File: src/rtl/multicycle_adder_if.sv
// -----------------------------------------------------------------------------
// multicycle_adder_if
//
// Purpose : bundles the operand-side and result-side valid/ready handshakes of
//           the digit-serial adder into one interface.
//
// Signals :
//   in_valid  - operands a, b, cin, sub are valid            (master -> slave)
//   in_ready  - adder can accept operands this cycle         (slave  -> master)
//   a, b      - WIDTH-bit operands                           (master -> slave)
//   cin       - carry-in (add) / borrow-in (subtract)        (master -> slave)
//   sub       - subtract request                             (master -> slave)
//   out_valid - sum, cout, ovf are valid                     (slave  -> master)
//   out_ready - consumer accepts the result                  (master -> slave)
//   sum       - WIDTH-bit result                             (slave  -> master)
//   cout      - carry-out (add) / borrow-out (subtract)      (slave  -> master)
//   ovf       - signed overflow                              (slave  -> master)
//   busy      - adder is stepping through digits             (slave  -> master)
//
// Modports: master drives operands and consumes results; slave is the adder.
// WIDTH must match the WIDTH parameter of the attached multicycle_adder.
// -----------------------------------------------------------------------------
interface multicycle_adder_if #(
    parameter int WIDTH = 16
);
    logic             in_valid;
    logic             in_ready;
    logic [WIDTH-1:0] a;
    logic [WIDTH-1:0] b;
    logic             cin;
    logic             sub;
    logic             out_valid;
    logic             out_ready;
    logic [WIDTH-1:0] sum;
    logic             cout;
    logic             ovf;
    logic             busy;

    modport master (
        output in_valid,
        output a,
        output b,
        output cin,
        output sub,
        output out_ready,
        input  in_ready,
        input  out_valid,
        input  sum,
        input  cout,
        input  ovf,
        input  busy
    );

    modport slave (
        input  in_valid,
        input  a,
        input  b,
        input  cin,
        input  sub,
        input  out_ready,
        output in_ready,
        output out_valid,
        output sum,
        output cout,
        output ovf,
        output busy
    );
endinterface

File: src/rtl/multicycle_adder.sv
// -----------------------------------------------------------------------------
// multicycle_adder
//
// Purpose : digit-serial adder/subtractor. Two WIDTH-bit operands are summed
//           DIGIT bits per clock through a registered carry, giving the
//           WIDTH-bit sum, carry/borrow out and signed overflow after
//           NDIG = WIDTH/DIGIT run cycles. Trades latency for a narrow adder.
//
// Parameters:
//   WIDTH - operand/result width, >= 2 and a multiple of DIGIT
//   DIGIT - bits added per run cycle, 1 <= DIGIT <= WIDTH
//
// Ports:
//   clk   - clock, all state changes on the rising edge
//   rst_n - asynchronous active-low reset, clears every register
//   bus   - multicycle_adder_if.slave: operand handshake (in_valid/in_ready,
//           a, b, cin, sub), result handshake (out_valid/out_ready, sum,
//           cout, ovf) and busy
//
// Build option:
//   MULTICYCLE_ADDER_SUB_EN - when defined, sub is latched on accept and
//           sub=1 computes a - b - cin (b inverted, initial carry ~cin, cout
//           reports borrow-out). When undefined the sub input is ignored and
//           the block is a pure adder.
//
// Timing: accept on edge E0, run beats on E1..E_NDIG, out_valid high after
// E_NDIG. in_ready is the only output with a combinational input path (from
// out_ready, to allow back-to-back acceptance while a result is consumed).
// -----------------------------------------------------------------------------
module multicycle_adder #(
    parameter int WIDTH = 16,
    parameter int DIGIT = 4
) (
    input  logic                 clk,
    input  logic                 rst_n,
    multicycle_adder_if.slave    bus
);

    localparam int NDIG = WIDTH / DIGIT;
    localparam int CW   = (NDIG > 1) ? $clog2(NDIG) : 1;
    localparam logic [CW-1:0] LAST_BEAT = CW'(NDIG - 1);
    localparam logic [CW-1:0] CNT_ONE   = CW'(1);
    localparam logic [CW-1:0] CNT_ZERO  = CW'(0);

    // Reject illegal geometry at elaboration time.
    generate
        if ((DIGIT < 1) || (DIGIT > WIDTH) || (WIDTH < 2)) begin : g_bad_digit
            $error("multicycle_adder: need WIDTH >= 2 and 1 <= DIGIT <= WIDTH");
        end else if ((WIDTH % DIGIT) != 0) begin : g_bad_multiple
            $error("multicycle_adder: WIDTH must be a multiple of DIGIT");
        end
    endgenerate

    typedef enum logic [1:0] {
        ST_IDLE = 2'b00,
        ST_RUN  = 2'b01,
        ST_DONE = 2'b10
    } state_t;

    state_t            state_r;
    state_t            state_nxt_s;

    logic [WIDTH-1:0]  sa_r;
    logic [WIDTH-1:0]  sb_r;
    logic [WIDTH-1:0]  sum_r;
    logic              carry_r;
    logic              cout_r;
    logic              ovf_r;
    logic [CW-1:0]     cnt_r;

    logic              in_ready_s;
    logic              accept_s;
    logic              last_beat_s;
    logic [DIGIT:0]    digit_sum_s;
    logic              msb_cin_s;
    logic              final_carry_s;
    logic [WIDTH-1:0]  sa_next_s;
    logic [WIDTH-1:0]  sb_next_s;
    logic [WIDTH-1:0]  sum_next_s;

    // Operand conditioning applied at the accept edge.
    logic [WIDTH-1:0]  b_in_s;
    logic              carry_in_s;
    logic              sub_mode_s;

`ifdef MULTICYCLE_ADDER_SUB_EN
    logic              sub_r;

    // Subtraction is a + ~b + ~cin; condition b and the carry on the way in.
    always_comb begin
        b_in_s     = bus.b;
        carry_in_s = bus.cin;
        if (bus.sub) begin
            b_in_s     = ~bus.b;
            carry_in_s = ~bus.cin;
        end else begin
            b_in_s     = bus.b;
            carry_in_s = bus.cin;
        end
    end

    assign sub_mode_s = sub_r;

    // Mode bit captured with the operands so cout can report borrow-out.
    always_ff @(posedge clk or negedge rst_n) begin
        if (!rst_n) begin
            sub_r <= 1'b0;
        end else if (accept_s) begin
            sub_r <= bus.sub;
        end else begin
            sub_r <= sub_r;
        end
    end
`else
    // sub is present on the interface but has no effect in the adder-only build.
    logic              unused_sub_s;
    assign unused_sub_s = bus.sub;

    // Adder-only build: operands pass straight through.
    always_comb begin
        b_in_s     = bus.b;
        carry_in_s = bus.cin;
        sub_mode_s = 1'b0;
    end
`endif

    assign in_ready_s  = (state_r == ST_IDLE) ||
                         ((state_r == ST_DONE) && bus.out_ready);
    assign accept_s    = bus.in_valid && in_ready_s;
    assign last_beat_s = (cnt_r == LAST_BEAT);

    // One digit of the carry chain; the carry into the top bit of this digit
    // falls out of a XOR b XOR sum, which on the last beat is the carry into
    // the operand MSB needed for signed overflow.
    always_comb begin
        digit_sum_s   = {1'b0, sa_r[DIGIT-1:0]} +
                        {1'b0, sb_r[DIGIT-1:0]} +
                        {{DIGIT{1'b0}}, carry_r};
        msb_cin_s     = sa_r[DIGIT-1] ^ sb_r[DIGIT-1] ^ digit_sum_s[DIGIT-1];
        final_carry_s = digit_sum_s[DIGIT];
    end

    // Shift network: operands move right one digit per beat, result digits
    // enter at the top so the least significant digit ends up at bit 0.
    generate
        if (DIGIT == WIDTH) begin : g_one_digit
            assign sa_next_s  = {WIDTH{1'b0}};
            assign sb_next_s  = {WIDTH{1'b0}};
            assign sum_next_s = digit_sum_s[DIGIT-1:0];
        end else begin : g_multi_digit
            assign sa_next_s  = {{DIGIT{1'b0}}, sa_r[WIDTH-1:DIGIT]};
            assign sb_next_s  = {{DIGIT{1'b0}}, sb_r[WIDTH-1:DIGIT]};
            assign sum_next_s = {digit_sum_s[DIGIT-1:0], sum_r[WIDTH-1:DIGIT]};
        end
    endgenerate

    // FSM state register.
    always_ff @(posedge clk or negedge rst_n) begin
        if (!rst_n) begin
            state_r <= ST_IDLE;
        end else begin
            state_r <= state_nxt_s;
        end
    end

    // FSM next-state: DONE can hand over straight to RUN when a new operand
    // pair arrives in the same cycle the result is taken.
    always_comb begin
        state_nxt_s = state_r;
        case (state_r)
            ST_IDLE: begin
                if (accept_s) begin
                    state_nxt_s = ST_RUN;
                end else begin
                    state_nxt_s = ST_IDLE;
                end
            end
            ST_RUN: begin
                if (last_beat_s) begin
                    state_nxt_s = ST_DONE;
                end else begin
                    state_nxt_s = ST_RUN;
                end
            end
            ST_DONE: begin
                if (accept_s) begin
                    state_nxt_s = ST_RUN;
                end else if (bus.out_ready) begin
                    state_nxt_s = ST_IDLE;
                end else begin
                    state_nxt_s = ST_DONE;
                end
            end
            default: begin
                state_nxt_s = ST_IDLE;
            end
        endcase
    end

    // Datapath: load on accept, one digit per RUN cycle, hold otherwise so
    // the result stays stable under back-pressure.
    always_ff @(posedge clk or negedge rst_n) begin
        if (!rst_n) begin
            sa_r    <= {WIDTH{1'b0}};
            sb_r    <= {WIDTH{1'b0}};
            sum_r   <= {WIDTH{1'b0}};
            carry_r <= 1'b0;
            cout_r  <= 1'b0;
            ovf_r   <= 1'b0;
            cnt_r   <= CNT_ZERO;
        end else if (accept_s) begin
            sa_r    <= bus.a;
            sb_r    <= b_in_s;
            carry_r <= carry_in_s;
            cnt_r   <= CNT_ZERO;
        end else if (state_r == ST_RUN) begin
            sa_r    <= sa_next_s;
            sb_r    <= sb_next_s;
            sum_r   <= sum_next_s;
            carry_r <= final_carry_s;
            cnt_r   <= cnt_r + CNT_ONE;
            if (last_beat_s) begin
                // Borrow-out is the inverted carry when subtracting.
                cout_r <= final_carry_s ^ sub_mode_s;
                ovf_r  <= msb_cin_s ^ final_carry_s;
            end else begin
                cout_r <= cout_r;
                ovf_r  <= ovf_r;
            end
        end else begin
            sa_r    <= sa_r;
            sb_r    <= sb_r;
            sum_r   <= sum_r;
            carry_r <= carry_r;
            cout_r  <= cout_r;
            ovf_r   <= ovf_r;
            cnt_r   <= cnt_r;
        end
    end

    assign bus.in_ready  = in_ready_s;
    assign bus.out_valid = (state_r == ST_DONE);
    assign bus.busy      = (state_r == ST_RUN);
    assign bus.sum       = sum_r;
    assign bus.cout      = cout_r;
    assign bus.ovf       = ovf_r;

endmodule

File: src/flat_wrapper.sv
// flat-port wrapper written by rule: the top's interface ports become plain ports
module multicycle_adder_flat 
#(
    parameter int WIDTH = 16,
    parameter int DIGIT = 4
)
  (clk, rst_n, bus_in_valid, bus_a, bus_b, bus_cin, bus_sub, bus_out_ready, bus_in_ready, bus_out_valid, bus_sum, bus_cout, bus_ovf, bus_busy);
  multicycle_adder_if #(.WIDTH(WIDTH)) bus_i ();
  input  logic clk;
  input  logic rst_n;
  input wire logic [$bits(bus_i.in_valid)-1:0] bus_in_valid;
  input wire logic [$bits(bus_i.a)-1:0] bus_a;
  input wire logic [$bits(bus_i.b)-1:0] bus_b;
  input wire logic [$bits(bus_i.cin)-1:0] bus_cin;
  input wire logic [$bits(bus_i.sub)-1:0] bus_sub;
  input wire logic [$bits(bus_i.out_ready)-1:0] bus_out_ready;
  output wire logic [$bits(bus_i.in_ready)-1:0] bus_in_ready;
  output wire logic [$bits(bus_i.out_valid)-1:0] bus_out_valid;
  output wire logic [$bits(bus_i.sum)-1:0] bus_sum;
  output wire logic [$bits(bus_i.cout)-1:0] bus_cout;
  output wire logic [$bits(bus_i.ovf)-1:0] bus_ovf;
  output wire logic [$bits(bus_i.busy)-1:0] bus_busy;
  assign bus_i.in_valid = bus_in_valid;
  assign bus_i.a = bus_a;
  assign bus_i.b = bus_b;
  assign bus_i.cin = bus_cin;
  assign bus_i.sub = bus_sub;
  assign bus_i.out_ready = bus_out_ready;
  assign bus_in_ready = bus_i.in_ready;
  assign bus_out_valid = bus_i.out_valid;
  assign bus_sum = bus_i.sum;
  assign bus_cout = bus_i.cout;
  assign bus_ovf = bus_i.ovf;
  assign bus_busy = bus_i.busy;
  multicycle_adder #(.WIDTH(WIDTH), .DIGIT(DIGIT)) u_core (.clk(clk), .rst_n(rst_n), .bus(bus_i));
endmodule
File: config.mk
export PLATFORM = sky130hd
export DESIGN_NAME = multicycle_adder_flat
export DESIGN_NICKNAME = d
export VERILOG_FILES = /design/src/rtl/multicycle_adder_if.sv /design/src/rtl/multicycle_adder.sv /design/src/flat_wrapper.sv
export SDC_FILE = /design/constraint.sdc
export NUM_CORES = 1
export LEC_CHECK = 0
export ABC_AREA = 1
export CORE_MARGIN = 5
export CORE_UTILIZATION = 30
export CTS_CLUSTER_DIAMETER = 80
export CTS_CLUSTER_SIZE = 28
export DETAILED_ROUTE_END_ITERATION = 8
export SLEW_MARGIN = 5
export SYNTH_ARGS = -nofsm -noshare
export SYNTH_HDL_FRONTEND = slang
export SYNTH_SLANG_ARGS = --single-unit
File: constraint.sdc
create_clock -name clk -period 2.7 [get_ports clk]
set_clock_uncertainty 0.2 [all_clocks]
set_input_delay 0.27 -clock clk [delete_from_list [all_inputs] [get_ports clk]]
set_output_delay 0.27 -clock clk [all_outputs]
set_load 0.02 [all_outputs]
==> out/summary.txt <==
Setup TNS Final: 0 ps
R2R setup slack: 640 ps
Worst EP required: 2230 ps
gpl congestion: 0.788
TritonCTS clock tree: yes
Area growth syn-to-layout: 29.5%
Yosys cell types: 20
Yosys warning count: 0
reg-to-reg startpoint: u_core.carry_r
Sequential Area: 1380 um^2
Fillers: 839
CP arrival: 1700 ps
worst hold path type: flip-flop to flip-flop
final WL: 5740 um
Root Buffer: clkbuf_8
VDD IR-drop max: 0.379 mV
status: finished, final reports clean
Post-CTS Setup Bufs: 0
DRT iter0 DRCs: 109
CP Class: flip-flop to output port
Die Width: 102 um
r2r endpoint: u_core.bus.ovf
Area contributors post-synth: dfrtp_1 54%, nand2_1 16%, nand3_1 11%
Detail Placement HPWL: 4080 um
Avg Inst Size Synth: 8.37 um^2
largest area contributor in the netlist: dfrtp_1
Combinational Power Share: 50.3%
deepest clock path buffer count: 2
period utilization: 80.3%
vias in the first global route: 2165
mux contribution to synthesized area: 0%
worst-margin pin slew: 626 ps
Via density: 4.55
Post-Synth Simple-Gate Area: 29.1%
RSZ-0062 raised after global routing: false
Leakage: 1.56 nW
Clk Latency, worst-skew pair: 310 ps
top cell type's share of synthesized area: 54.5%
Power Dens Cells: 1150 nW/um^2
Critical Path End Type: output port
Clk pin slew, worst setup/hold paths: 100 ps
clock tree sinks: 55
first-pass GRT wire length: 10100 um
GRT Util Overall: 12.2%
power share of the clock group: 11.8%
largest family of logic cells by synthesized area: simple AND/OR/NAND/NOR gates
Net Sw Power: 1.63 mW
most frequent cells in the layout: 105 x nand2_1, 58 x nand3_1, 56 x clkdlybuf4s50_1
post-synthesis compound-gate area fraction: 5.10%
Resized cells post-CTS: 0
layout cells sized above 1: 5.31%
Post-Syn Nets: 346
Final setup viols: 0
Max Cap Viol: 0
FP Rows: 33
vias: 2108
post-synthesis xor/xnor area fraction: 0%
sequential share of the synthesized area: 54.5%
reg2reg path depth: 9
grt ovf: 0
Sw Ratio: 43.4%
DR pass1 iterations: 4
largest net degree at the start of global routing: 38
Fmax: 461 MHz
Critical path origin: u_core.state_r[1]
IO Count: 59
total internal power: 2.13 mW
synthesized instance count: 302
n_diodes: 0
NumNets Final: 401
Synth Area in Adders: 3.56%
initial antenna violation count: 0
height of the die: 102 um
Worst setup SP type: flip-flop
Seq cells post-synth: 55
area of the multi-input gates: 957 um^2
Core Area: 8220 um^2
most common cell after layout, fill and taps aside: nand2_1
DRC: 0
crit path to: bus_busy
Min Clock Period, post-route: 2170 ps
Worst Hold Slack: 282 ps
Reg power frac: 37.9%
Max FO, Critical Path: 10
Fin. Hold Viols: 0
Initial Utilization: 30.8%
final antenna-violating net count: 0
Syn Std Cell Area: 2530 um^2
Slew headroom: 58.2%
Num CTS Buffers: 5
Slew Limit Fails: 0
buffers added on ports: 57
routed len/inst: 12.4 um
H-tree level count: 2
Die ar.: 10400 um^2
-- synth_stat cells --
cell type / number
a21oi_1: 2
a31oi_1: 1
buf_2: 5
buf_4: 4
buf_6: 2
clkbuf_1: 5
dfrtp_1: 55
fa_1: 2
ha_1: 4
inv_1: 25
inv_2: 2
nand2_1: 105
nand2_2: 1
nand3_1: 58
nand3_2: 1
nand3b_1: 1
nor2_1: 7
o211ai_1: 1
o21ai_0: 16
o21ai_1: 5
-- cells by family (layout without fill, tap and decap cells) --
group	after synthesis	in the layout
DFF	55	55
adders and majority gates	6	6
and+or+nand+nor	173	173
AOI/OAI and AO/OA	25	25
buffers and inverters	43	99
-- power groups by stage --
stage	Sequential, mW	Combinational [mW]	Clock [mW]
after floorplan	1.54	1.21	0
after global placement	1.43	1.87	0
after detailed placement	1.44	1.92	0
after CTS	1.43	1.92	0.472
after global routing	1.48	2.17	0.498
final	1.42	1.89	0.445
-- critical path: stages (launching register included) --
cell and delay, ps:
dfrtp_1 420, inv_1 130, nand2_2 150, inv_2 90, clkdlybuf4s50_1 600
-- metal layers --
metal	share of wire (%)	GRT usage (%)	vias to the layer above	routed length (um)
met2	43	18.4	58	2460
li1	-	-	1071	-
met4	2.0	4.40	0	115
met5	0	0	-	0
met1	49	16.9	970	2800
met3	6.4	3.10	9	365
-- sequential cells by signal (all words and copies together), names as in the netlist --
| name | cells |
|---|---|
| u_core.bus.cout | 1 |
| u_core.carry_r | 1 |
| u_core.sa_r | 16 |
| u_core.state_r | 2 |
| u_core.bus.sum | 16 |
| u_core.sb_r | 16 |
| u_core.bus.ovf | 1 |
| u_core.cnt_r | 2 |
-- stage by stage --
stage	util (%)	cell area [um^2]	setup WS [ps]	instances	power [mW]
floorplan	-	2530	807	302	2.75
global placement	38.7	3180	571	454	3.31
detailed placement	38.7	3180	585	454	3.36
CTS	39.8	3270	499	463	3.82
global route	39.8	3270	398	463	4.14
finish	39.8	3270	532	463	3.76
-- how the worst min path moves through the flow --
stage               slack [ps]                end            start  cells past startpoint
finish                     280    u_core.sb_r[13]  u_core.sb_r[13]                      2
global route               300    u_core.sa_r[15]        bus_a[15]                      3
CTS                        290    u_core.sa_r[15]  u_core.sa_r[15]                      2
detailed placement         130  u_core.state_r[1]            rst_n                      1
global placement           140  u_core.state_r[1]            rst_n                      1
floorplan                 -230    u_core.bus.cout            rst_n                      0
-- layout make-up --
class | count | share of cell area [%]
well taps | 105 | 4.02
clock buffers | 6 | 2.22
multi-input cells | 204 | 29.3
repair buffers | 64 | 19.0
clock inverters | 2 | 0.382
flip-flops and latches | 55 | 42.1
inverters | 27 | 3.10
-- what timing repair did --
action,4_1_cts,5_1_grt
setup endpoints to repair,0,0
hold endpoints to repair,26,0
hold buffers,1,0
No activity file was read; power rests on OpenSTA's default activity.
==> edit 1, RTL diff (config.mk and constraints unchanged) <==
The option `MULTICYCLE_ADDER_SUB_EN` is turned on by a define.
--- a/src/rtl/multicycle_adder.sv
+++ b/src/rtl/multicycle_adder.sv
@@ -27,6 +27,8 @@
 // E_NDIG. in_ready is the only output with a combinational input path (from
 // out_ready, to allow back-to-back acceptance while a result is consumed).
 // -----------------------------------------------------------------------------
+`define MULTICYCLE_ADDER_SUB_EN
+
 module multicycle_adder #(
     parameter int WIDTH = 16,
     parameter int DIGIT = 4
Formal check against the unedited RTL: not equivalent (a bounded check fails within 4 cycles, from zero or initial values and one cycle with rst_n low).
==> edit 1 against the unedited design <==
Sequential cell count is 1 higher; wire length is 3.0% higher; synthesized area is 9.0% higher; cell area is 7.4% higher; total power is 3.2% higher; combinational power hardly changed; critical path type unchanged; worst setup slack worse by 84 ps; register-to-register slack better by 40 ps; critical endpoint unchanged.
==> edit 1: results (changes against the unedited design) <==
metric	value	unit	change
met3 Track Usage GR	3.37	%	was 3.10%
CP Max Fanout	20		was 10
CP startpoint	u_core.state_r[1]		unchanged
CP Data Arrival Time	1780	ps	was 1700 ps
status	finished clean		unchanged
Worst Tran Pin Value	699	ps	was 626 ps
Area contributors post-synth	dfrtp_1 (51%), nand2_1 (16%), nand3_1 (11%), xor2_1 (5.4%), inv_1 (3.1%)		was dfrtp_1 (54%), nand2_1 (16%), nand3_1 (11%), inv_1 (3.7%), o21ai_0 (3.2%)
dpl hpwl	4220	um	was 4080 um
gp weighted congestion	0.842		was 0.788
max frequency	0.444	GHz	was 0.461 GHz
Syn Inst Count	332		was 302
XOR/XNOR Fraction of Synth Area	5.40	%	was 0%
grt met1 use	14.2	%	was 16.9%
metal1 wirelength	2810	um	was 2800 um
min-delay src	u_core.sb_r[14]		was u_core.sb_r[13]
drt wl/cell	11.9	um	was 12.4 um
Netlist cell types	17		was 20
Post-Syn Nets	376		was 346
pin count of the biggest net entering global routing	42		was 38
Final nets	430		was 401
Final Hold Fails	0		unchanged
Max VDD drop	443	uV	was 379 uV
RR Startpoint	u_core.carry_r		unchanged
PortBufs	58		was 57
antenna violations before repair	0		unchanged
Post-Synth Adder-Cell Area	3.27	%	was 3.56%
first-pass GRT wire length	10200	um	was 10,100 um
GR Util met2	18.0	%	was 18.4%
Post-CTS Setup Inserts	0		unchanged
vias in the first global route	2264		was 2,165
register area share after synthesis	50.9	%	was 54.5%
Commonest cells post-synth	nand2_1 (121), nand3_1 (61), dfrtp_1 (56), inv_1 (23), xor2_1 (17)		was nand2_1 (105), nand3_1 (58), dfrtp_1 (55), inv_1 (25), o21ai_0 (16)
Synth Area in Compound Gates	3.41	%	was 5.10%
P_int	2.24	mW	was 2.13 mW
Met2 Wirelength	2780	um	was 2460 um
pre-CTS setup slack	683	ps	was 585 ps
non-filler cells in the finished layout	498		was 463
met3 wire length	320	um	was 365 um
initial DRC count	72		was 109
via count	2213		was 2,108
Static Leak	1.70	nW	was 1.56 nW
fillers	975		was 839
edit 1: cell types whose count changed after synthesis, moves of 3 or more:
cell / delta
nand2_1: +16
buf_2: +6
o21ai_1: -5
nand3_1: +3
clkbuf_1: -5
xor2_1: +17
edit 1: worst register-to-register path, cell delays in order (launching register included):
cell	delay [ps]
dfrtp_1	360
inv_1	60
fa_1	470
fa_1	390
inv_1	90
nand3_1	70
nand2_1	110
nand2_1	60
nand3_1	60
nand2_1	50
edit 1: path summary, 6_finish.rpt:
| path | to | slack, ps | depth (start not counted) |
|---|---|---|---|
| max | bus_busy | 450 | 4 |
| min | u_core.sb_r[14] | 280 | 2 |
| max reg2reg | u_core.bus.ovf | 680 | 9 |
| min reg2reg | u_core.sb_r[14] | 280 | 2 |
| max in group asynchronous | u_core.sb_r[9] | 1290 | 3 |
| min in group asynchronous | u_core.sa_r[2] | 350 | 2 |
edit 1: final cells by class:
cell class	count	area (sq um)	area share, %
clock buffer	5	68.8	1.96
clock inverter	3	42.5	1.21
inverter	26	100	2.85
multi-input combinational	232	1130	32.2
sequential	56	1400	39.9
tap	111	139	3.95
timing repair buffer	65	631	17.9
edit 1: stage by stage:
step | util (%) | cell area (sq um) | hold slack (ps)
after detailed placement | 37.2 | 3390 | 160
final | 38.6 | 3510 | 282
after global placement | 37.2 | 3390 | 153
after floorplan | - | 2760 | -226
after global routing | 38.6 | 3510 | 293
after CTS | 38.6 | 3510 | 273
edit 1: power by group through the flow:
stage	Clock (mW)	Combinational, mW	Sequential (mW)
2_1_floorplan	0	1.24	1.56
3_3_place_gp	0	1.89	1.45
3_5_place_dp	0	1.92	1.46
4_1_cts	0.579	1.93	1.44
5_1_grt	0.599	2.16	1.49
6_report	0.550	1.89	1.44
==> edit 2, RTL diff (config.mk and constraints unchanged) <==
Without the edit above. Re-encode `state_t` (3 states) as one-hot, 3 bits wide.
--- a/src/rtl/multicycle_adder.sv
+++ b/src/rtl/multicycle_adder.sv
@@ -51,10 +51,10 @@
         end
     endgenerate
 
-    typedef enum logic [1:0] {
-        ST_IDLE = 2'b00,
-        ST_RUN  = 2'b01,
-        ST_DONE = 2'b10
+    typedef enum logic [2:0] {
+        ST_IDLE = 3'b001,
+        ST_RUN  = 3'b010,
+        ST_DONE = 3'b100
     } state_t;
 
     state_t            state_r;
Formal check against the unedited RTL: no difference found for any inputs over 10 cycles, from zero or initial values and one cycle with rst_n low; not proved beyond that.
==> edit 2 against the unedited design <==
Synthesized cell count is the same; combinational power is 13% lower; cell area increased by 2.4%; worst setup slack got worse by 220 ps; critical path depth shrank 2; hold slack got worse by 0.85 ps; die area up 2.3%; synthesized area up 2.6%; sequential cell count increased by 1; sequential share of layout area down 0.19 points; global-route usage hardly changed; wire length rose by 6.0%; total power down 5.0%; count of clock-buffer cells in the layout is the same; highest routed layer unchanged.
==> edit 2: results (changes against the unedited design) <==
metric	value	unit	change
status	finished clean		unchanged
R2R setup slack	550	ps	was 640 ps
vias in the first global route	2056		was 2,165
Hold Crit Depth	2		unchanged
Post-Syn Nets	346		unchanged
fillers	854		was 839
CP Max Fanout	14		was 10
Netlist cell types	22		was 20
final WL	6090	um	was 5740 um
Top FF cell, synth	dfrtp_1		unchanged
post-place instance area	3240	sq um	was 3180 sq um
share of cells above drive strength 1	6.21	%	was 5.31%
Final nets	397		was 401
ant diodes	0		unchanged
H-tree depth	2		unchanged
reg2reg end	u_core.sa_r[3]		was u_core.bus.ovf
register area share after synthesis	54.1	%	was 54.5%
Met2 Wirelength	2810	um	was 2460 um
Max VDD drop	357	uV	was 379 uV
Slew HR	54.8	%	was 58.2%
Static Leak	1.57	nW	was 1.56 nW
Hold WS	281	ps	was 282 ps
met3 wire length	258	um	was 365 um
initial DRC count	106		was 109
Max clock buf depth	2		unchanged
pre-CTS setup slack	486	ps	was 585 ps
highest metal used	met4		unchanged
Area contributors post-synth	dfrtp_1 (53%), nand3_1 (19%), nand2_1 (10%), inv_1 (3.0%), ha_1 (1.9%)		was dfrtp_1 (54%), nand2_1 (16%), nand3_1 (11%), inv_1 (3.7%), o21ai_0 (3.2%)
post-CTS sizing	0		unchanged
crit-path max cell delay	700	ps	was 600 ps
PortBufs	57		unchanged
Worst-Skew Late Latency	310	ps	about the same
worst min path class	reg2reg		unchanged
reg2reg path depth	5		was 9
NetSw	1.47	mW	was 1.63 mW
Clock transition at path regs	100	ps	about the same
min-delay src	u_core.bus.sum[2]		was u_core.sb_r[13]
CTS Buf Count	5		unchanged
ys async rst share	100	%	unchanged
first-pass GRT wire length	10200	um	was 10,100 um
Commonest cells post-synth	nand3_1 (97), nand2_1 (72), dfrtp_1 (55), inv_1 (21)		was nand2_1 (105), nand3_1 (58), dfrtp_1 (55), inv_1 (25), o21ai_0 (16)
dpl hpwl	4200	um	was 4080 um
gp weighted congestion	0.752		was 0.788
metal1 wirelength	2920	um	was 2800 um
DRT Pass-1 Iters	4		unchanged
Worst path slowest cell	clkdlybuf4s50_1		unchanged
CP startpoint	u_core.state_r[2]		was u_core.state_r[1]
gr usage total	12.2	%	about the same
pin count of the biggest net entering global routing	42		was 38
hold endpoint	u_core.bus.sum[2]		was u_core.sb_r[13]
Vias/cell	4.63		was 4.55
edit 2: cell count changes in the layout (fill, tap and decap cells not counted), sizes merged, moves of 3 or more:
cell   before  now
o21ai      21   18
nand3      59   97
inv        27   24
nor2        7    4
nand2     106   74
edit 2: worst max path at each step:
stage / slack, ps / end / cells after the start
after CTS: 280 / bus_busy / 2
after global routing: 170 / bus_busy / 2
final: 310 / bus_busy / 2
after global placement: 520 / u_core.cnt_r[0] / 7
after detailed placement: 490 / u_core.cnt_r[0] / 7
after floorplan: 810 / u_core.bus.ovf / 9
edit 2: what timing repair did:
item,4_1_cts,5_1_grt
setup buffers,0,0
hold buffers,1,0
hold endpoints to repair,24,0
edit 2: cell type report:
| class | count | area (sq um) | area share [%] |
|---|---|---|---|
| Clock buffer | 6 | 82.6 | 2.47 |
| Multi-Input combinational cell | 203 | 1010 | 30.1 |
| Timing Repair Buffer | 64 | 621 | 18.5 |
| Tap cell | 108 | 135 | 4.03 |
| Clock inverter | 2 | 13.8 | 0.411 |
| Sequential cell | 56 | 1400 | 41.9 |
| Inverter | 23 | 86.3 | 2.58 |
edit 2: logic make-up (layout without fill, tap and decap cells):
kind of cell,after synthesis,after routing,synth area share [%]
DFF,56,56,54.1
buffers and inverters,43,95,7.00
AOI/OAI and AO/OA,19,19,3.67
adders and majority gates,6,6,3.48
xor gates and xnor gates,1,1,0.338
and+or+nand+nor,177,177,31.4
edit 2: tightest hold or removal path, cell delays in order, from the launching register on:
cell and delay, ps:
dfrtp_1 350, nand2_1 50, nand2_1 50
edit 2: metal layers:
| metal | GRT usage [%] | up-vias |
|---|---|---|
| li1 | - | 1102 |
| met3 | 2.64 | 7 |
| met1 | 17.0 | 981 |
| met4 | 4.08 | 0 |
| met2 | 18.8 | 47 |
| met5 | 0 | - |
edit 2: per-stage QoR:
stage	std cells	power, mW
finish	462	3.57
floorplan	302	2.55
global placement	453	3.11
CTS	462	3.64
global route	462	3.89
detailed placement	453	3.13
edit 2: power groups by stage:
stage / clock (mW) / sequential [mW] / combinational [mW]
2_1_floorplan: 0 / 1.54 / 1.01
3_3_place_gp: 0 / 1.45 / 1.66
3_5_place_dp: 0 / 1.45 / 1.68
4_1_cts: 0.508 / 1.43 / 1.70
5_1_grt: 0.534 / 1.48 / 1.87
6_report: 0.486 / 1.43 / 1.65
